`config.mk`:
```
export PLATFORM = sky130hd
export DESIGN_NAME = video_frame_monitor
export DESIGN_NICKNAME = d
export VERILOG_FILES = /design/src/rtl/video_frame_monitor.sv
export SDC_FILE = /design/constraint.sdc
export NUM_CORES = 1
export LEC_CHECK = 0
export BUFFER_PORTS_ARGS = -buffer_cell sky130_fd_sc_hd__buf_2
export CORE_MARGIN = 2
export CORE_UTILIZATION = 56
export CTS_BUF_LIST = sky130_fd_sc_hd__clkbuf_4
export DETAILED_ROUTE_END_ITERATION = 7
export PLACE_DENSITY_LB_ADDON = 0.2
export SKIP_LAST_GASP = 1
export SLEW_MARGIN = 40
export SYNTH_ARGS = -nofsm -noshare
export SYNTH_HDL_FRONTEND = slang
export SYNTH_SLANG_ARGS = --single-unit
```
`constraint.sdc`:
```
create_clock -name i_clk -period 4.7 [get_ports i_clk]
set_clock_uncertainty 0.05 [all_clocks]
set_input_delay 0.94 -clock i_clk [delete_from_list [all_inputs] [get_ports i_clk]]
set_output_delay 0.94 -clock i_clk [all_outputs]
set_load 0.1 [all_outputs]
```
`src/rtl/video_frame_monitor.sv`:
```
// Tracks panel sync timing per pixel strobe, locks after consecutive clean frames,
// and emits active-window pixel coordinates, frame pulses and sync error statistics.
module video_frame_monitor #(
    parameter int H_TOTAL     = 1056,
    parameter int V_TOTAL     = 525,
    parameter int H_ACT_START = 50,
    parameter int H_ACT_W     = 800,
    parameter int V_ACT_START = 23,
    parameter int V_ACT_H     = 480,
    parameter int C_W         = 8,
    parameter int LOCK_FRAMES = 2
) (
    input  logic                       i_clk,
    input  logic                       i_rst,
    input  logic                       i_pix_en,
    input  logic                       i_hsd,
    input  logic                       i_vsd,
    input  logic [C_W-1:0]             i_r,
    input  logic [C_W-1:0]             i_g,
    input  logic [C_W-1:0]             i_b,
    output logic                       o_pix_valid,
    output logic [$clog2(H_ACT_W)-1:0] o_x,
    output logic [$clog2(V_ACT_H)-1:0] o_y,
    output logic [3*C_W-1:0]           o_rgb,
    output logic                       o_frame_done,
    output logic [15:0]                o_frame_cnt,
    output logic                       o_locked,
    output logic                       o_sync_err,
    output logic [15:0]                o_err_cnt
);

    localparam int XW  = $clog2(H_TOTAL);
    localparam int YW  = $clog2(V_TOTAL);
    localparam int XOW = $clog2(H_ACT_W);
    localparam int YOW = $clog2(V_ACT_H);
    localparam int GW  = $clog2(LOCK_FRAMES + 1);
    localparam logic [XW-1:0] X_LAST = XW'(H_TOTAL - 1);
    localparam logic [YW-1:0] Y_LAST = YW'(V_TOTAL - 1);

    typedef enum logic [1:0] {SEARCH, CHECK, LOCKED} state_t;

    state_t           state, state_next;
    logic             hsd_q, vsd_q;
    logic [XW-1:0]    xcnt, xcnt_next;
    logic [YW-1:0]    ycnt, ycnt_next;
    logic [GW-1:0]    good_cnt, good_next;
    logic [3*C_W-1:0] rgb_q;
    logic             h_fall, v_fall, x_last, y_last, y_wrap, viol, in_active;

    // xcnt/ycnt hold the position of the pixel whose colour sits in rgb_q
    always_comb begin
        h_fall    = hsd_q & ~i_hsd;
        v_fall    = vsd_q & ~i_vsd;
        x_last    = (xcnt == X_LAST);
        y_last    = (ycnt == Y_LAST);
        xcnt_next = (h_fall || x_last) ? '0 : xcnt + XW'(1);
        ycnt_next = ycnt;
        if (v_fall)
            ycnt_next = '0;
        else if (xcnt_next == '0)
            ycnt_next = y_last ? '0 : ycnt + YW'(1);
        y_wrap    = !v_fall && (xcnt_next == '0) && y_last;
        viol      = (h_fall && !x_last) || (!h_fall && x_last) ||
                    (v_fall && !h_fall) || (v_fall && !y_last) || y_wrap;
        in_active = (int'(xcnt) >= H_ACT_START) && (int'(xcnt) < H_ACT_START + H_ACT_W) &&
                    (int'(ycnt) >= V_ACT_START) && (int'(ycnt) < V_ACT_START + V_ACT_H);
    end

    always_comb begin
        state_next = state;
        good_next  = good_cnt;
        case (state)
            SEARCH: begin
                if (v_fall) begin
                    state_next = CHECK;
                    good_next  = '0;
                end
            end
            CHECK: begin
                if (viol) begin
                    state_next = SEARCH;
                end else if (v_fall) begin
                    good_next = good_cnt + GW'(1);
                    if (good_next == GW'(LOCK_FRAMES))
                        state_next = LOCKED;
                end
            end
            LOCKED: begin
                if (viol)
                    state_next = SEARCH;
            end
            default: state_next = SEARCH;
        endcase
    end

    always_ff @(posedge i_clk) begin
        if (i_rst)
            state <= SEARCH;
        else if (i_pix_en)
            state <= state_next;
    end

    assign o_locked = (state == LOCKED);

    // Pulse outputs drop on every non-strobe cycle so they stay one clock wide
    always_ff @(posedge i_clk) begin
        if (i_rst) begin
            hsd_q        <= 1'b1;
            vsd_q        <= 1'b1;
            xcnt         <= '0;
            ycnt         <= '0;
            good_cnt     <= '0;
            rgb_q        <= '0;
            o_pix_valid  <= 1'b0;
            o_x          <= '0;
            o_y          <= '0;
            o_rgb        <= '0;
            o_frame_done <= 1'b0;
            o_frame_cnt  <= '0;
            o_sync_err   <= 1'b0;
            o_err_cnt    <= '0;
        end else begin
            o_pix_valid  <= 1'b0;
            o_frame_done <= 1'b0;
            o_sync_err   <= 1'b0;
            if (i_pix_en) begin
                hsd_q    <= i_hsd;
                vsd_q    <= i_vsd;
                xcnt     <= xcnt_next;
                ycnt     <= ycnt_next;
                good_cnt <= good_next;
                rgb_q    <= {i_r, i_g, i_b};
                if (state != SEARCH && viol) begin
                    o_sync_err <= 1'b1;
                    if (o_err_cnt != 16'hFFFF)
                        o_err_cnt <= o_err_cnt + 16'd1;
                end
                if (state == LOCKED && !viol && v_fall) begin
                    o_frame_done <= 1'b1;
                    o_frame_cnt  <= o_frame_cnt + 16'd1;
                end
                if (state == LOCKED && !viol && in_active) begin
                    o_pix_valid <= 1'b1;
                    o_x         <= XOW'(int'(xcnt) - H_ACT_START);
                    o_y         <= YOW'(int'(ycnt) - V_ACT_START);
                    o_rgb       <= rgb_q;
                end
            end
        end
    end

endmodule
```
==> metrics.txt <==
critical path class reg2reg; worst-margin pin slew 0.7416 ns; Largest stage delay, worst path 0.70 ns; fin crit share 85.02%; DR iter-0 viols 275; Yosys top cell area share 42.45%; Core ar. 10700 sq um; Levels on crit path 10; clock slew at reported path FFs 0.11 ns; CTS tree built; footprint of the multi-input gates 3188 sq um; fin util 63.99%; drt wl/cell 14.39 um; total power 1.925 mW; post-synthesis cell type count 66; worst path arrival time 4.35 ns; Initial Utilization 56.87%; status finished clean; Routability Congestion 0.9448; DRT Pass-1 Iters 7; initial antenna violation count 0; Die Wd 108.2 um; largest cells by area after synthesis dfxtp_1, mux2i_1, nor2_1; Max Clock Freq 0.2503 GHz; first-pass GRT wire length 22.12 mm; startpoint types register; Post-Place Cells 895; DP Worst Slack 0.7451 ns; post-synthesis cell count 689; # IOs 108; vias in the first global route 4850; PnR worst setup slack 0.7041 ns; drt drc 0; number of synthesized flops with an enable pin 0; Top cell by count, worst path ha_1; worst hold path depth 2; FF+latch count, synth 129; post-CTS setup buffer count 0; Final ANT Viol Nets 0; vias per std cell 5.608; Slew headroom 50.41%; die area 11710 sq um; CTS Hold Bufs 0; gr ovfl total 0; sum of buffers and inverters on the critical path 1; Port Buffers 107; Clock Path Buffers 2; Final HPWL DP 9.163 mm; type of the tightest min-delay check reg2reg; Worst Path Required 5.05 ns; Area growth syn-to-layout 12.53%; syn nets 728; Power Density 281.1 nW/um^2; ys async rst share 0%; R2R cell count 10; sequential cell area 2582 sq um; Setup violations, final 0; sequential cell area fraction in the yosys report 42.45%; area leader, netlist dfxtp_1; Clock Sinks 129; worst vdd ir 0.0001711 V; Cell Rows 38; Max-cap violations 0; final wirelength 13.34 mm; P_leak 2.806 nW; Mapped Area 6083 sq um; Crit-path slowest cell or4b_2; Final min period 3.996 ns; CTS resizes 0; Max Fanout on Critical Path 29; fin. max-slew vios 0; post-route insts no fill 927; H-tree levels 4; Worst R2R Setup Slack 0.70 ns; CP cell instances ha_1 > nand3_1 > or4b_2 > ha_1 > or3_4 > a31oi_4 > o21ba_4 > buf_12 > mux2i_1 > nor2_1; endpoint type of the worst setup path register; YS warnings 0; pin count of the biggest net entering global routing 83; share of layout cells above drive strength 1 20.84%; clock root buffer clkbuf_4; Post-Syn Area per Cell 8.829 sq um; GRT Total Usage 23.58%; Die Y 108.2 um; Diodes inserted 0; Clock Latency Late Sink 0.52 ns; Fillers 942; Final Hold Fails 0; Nets 813; Setup TNS 0 ns; Largest delay share family, worst path simple AND/OR/NAND/NOR gates; Primary FF master, synth dfxtp_1; RSZ-0062 raised after global routing no; vias 5199; total CTS buffers 17
[final timing paths]
path,startpoint,end
max,xcnt[0]$_SDFFE_PP0P_,o_y[5]$_SDFFE_PP0P_
min,o_y[6]$_SDFFE_PP0P_,o_y[6]$_SDFFE_PP0P_
max reg2reg,xcnt[0]$_SDFFE_PP0P_,o_y[5]$_SDFFE_PP0P_
min reg2reg,o_y[6]$_SDFFE_PP0P_,o_y[6]$_SDFFE_PP0P_
[power by group]
part	switching [mW]	internal [mW]
clock	0.422	0.255
combinational	0.0819	0.0435
sequential	0.0123	1.11
total	0.516	1.41
[routing by layer]
layer	wire length, um	global-route usage [%]	up-vias
met5	0	0	-
li1	-	-	2602
met1	5983	28.97	2433
met3	1001	7.595	15
met2	6208	38.86	149
met4	143	8.425	0
[worst min-delay path, cell delays in order, from the launching register on]
cell      delay [ns]
dfxtp_1         0.33
nor2_1          0.09
a211oi_1        0.05
[layout make-up]
class / instances / area share, %
well taps: 140 / 2.559
repair buffers: 112 / 8.646
clock inverters: 15 / 1.755
inverters: 16 / 0.8774
clock buffers: 17 / 1.864
flip-flops and latches: 129 / 37.73
multi-input cells: 498 / 46.57
[metrics by stage]
step	area (sq um)	hold WS [ns]
6_report	6845	0.4522
5_1_grt	6845	0.4754
4_1_cts	6842	0.4569
3_5_place_dp	6594	0.4301
3_3_place_gp	6594	0.4193
2_1_floorplan	6083	0.4073
[logic make-up after synthesis]
group                    count (synthesis)  share of synthesized area (%)
multiplexers                            60                          9.955
adder cells (fa/ha/maj)                 10                          2.057
AND/OR/NAND/NOR                        293                          24.68
AO/OA/AOI/OAI                          109                          11.97
buffers and inverters                   62                          5.142
flip-flops                             129                          42.45
XOR/XNOR                                26                          3.743
[flip-flops by register name, summed over array words and instances, names as in the netlist, 9 cells and up]
name         count
rgb_q           24
o_rgb           24
xcnt            11
o_y              9
o_err_cnt       16
o_frame_cnt     16
ycnt            10
o_x             10
[cells in the final DEF, fill, tap and decap left out, types with 13 or more instances in the layout]
cell type  netlist  final
buf_2            7    106
a21oi_1         40     40
nand3_1         21     21
xnor2_1         14     14
dfxtp_1        129    129
inv_1           16     16
nor2_1         118    118
nand2_1         39     39
mux2i_1         56     56
nor3_1          19     19
o21ai_0         25     25
clkbuf_4         0     17
nor2b_1         13     13
[cells in the mapped netlist (11+ instances only)]
master and n:
nand3_1 21, dfxtp_1 129, clkbuf_1 27, inv_1 16, mux2i_1 56, a21oi_1 40, nand2_1 39, xnor2_1 14
nand4_1 11, o21ai_0 25, nor2b_1 13, nor2_1 118, xor2_1 12, nor3_1 19
No activity file was read; power rests on OpenSTA's default activity.
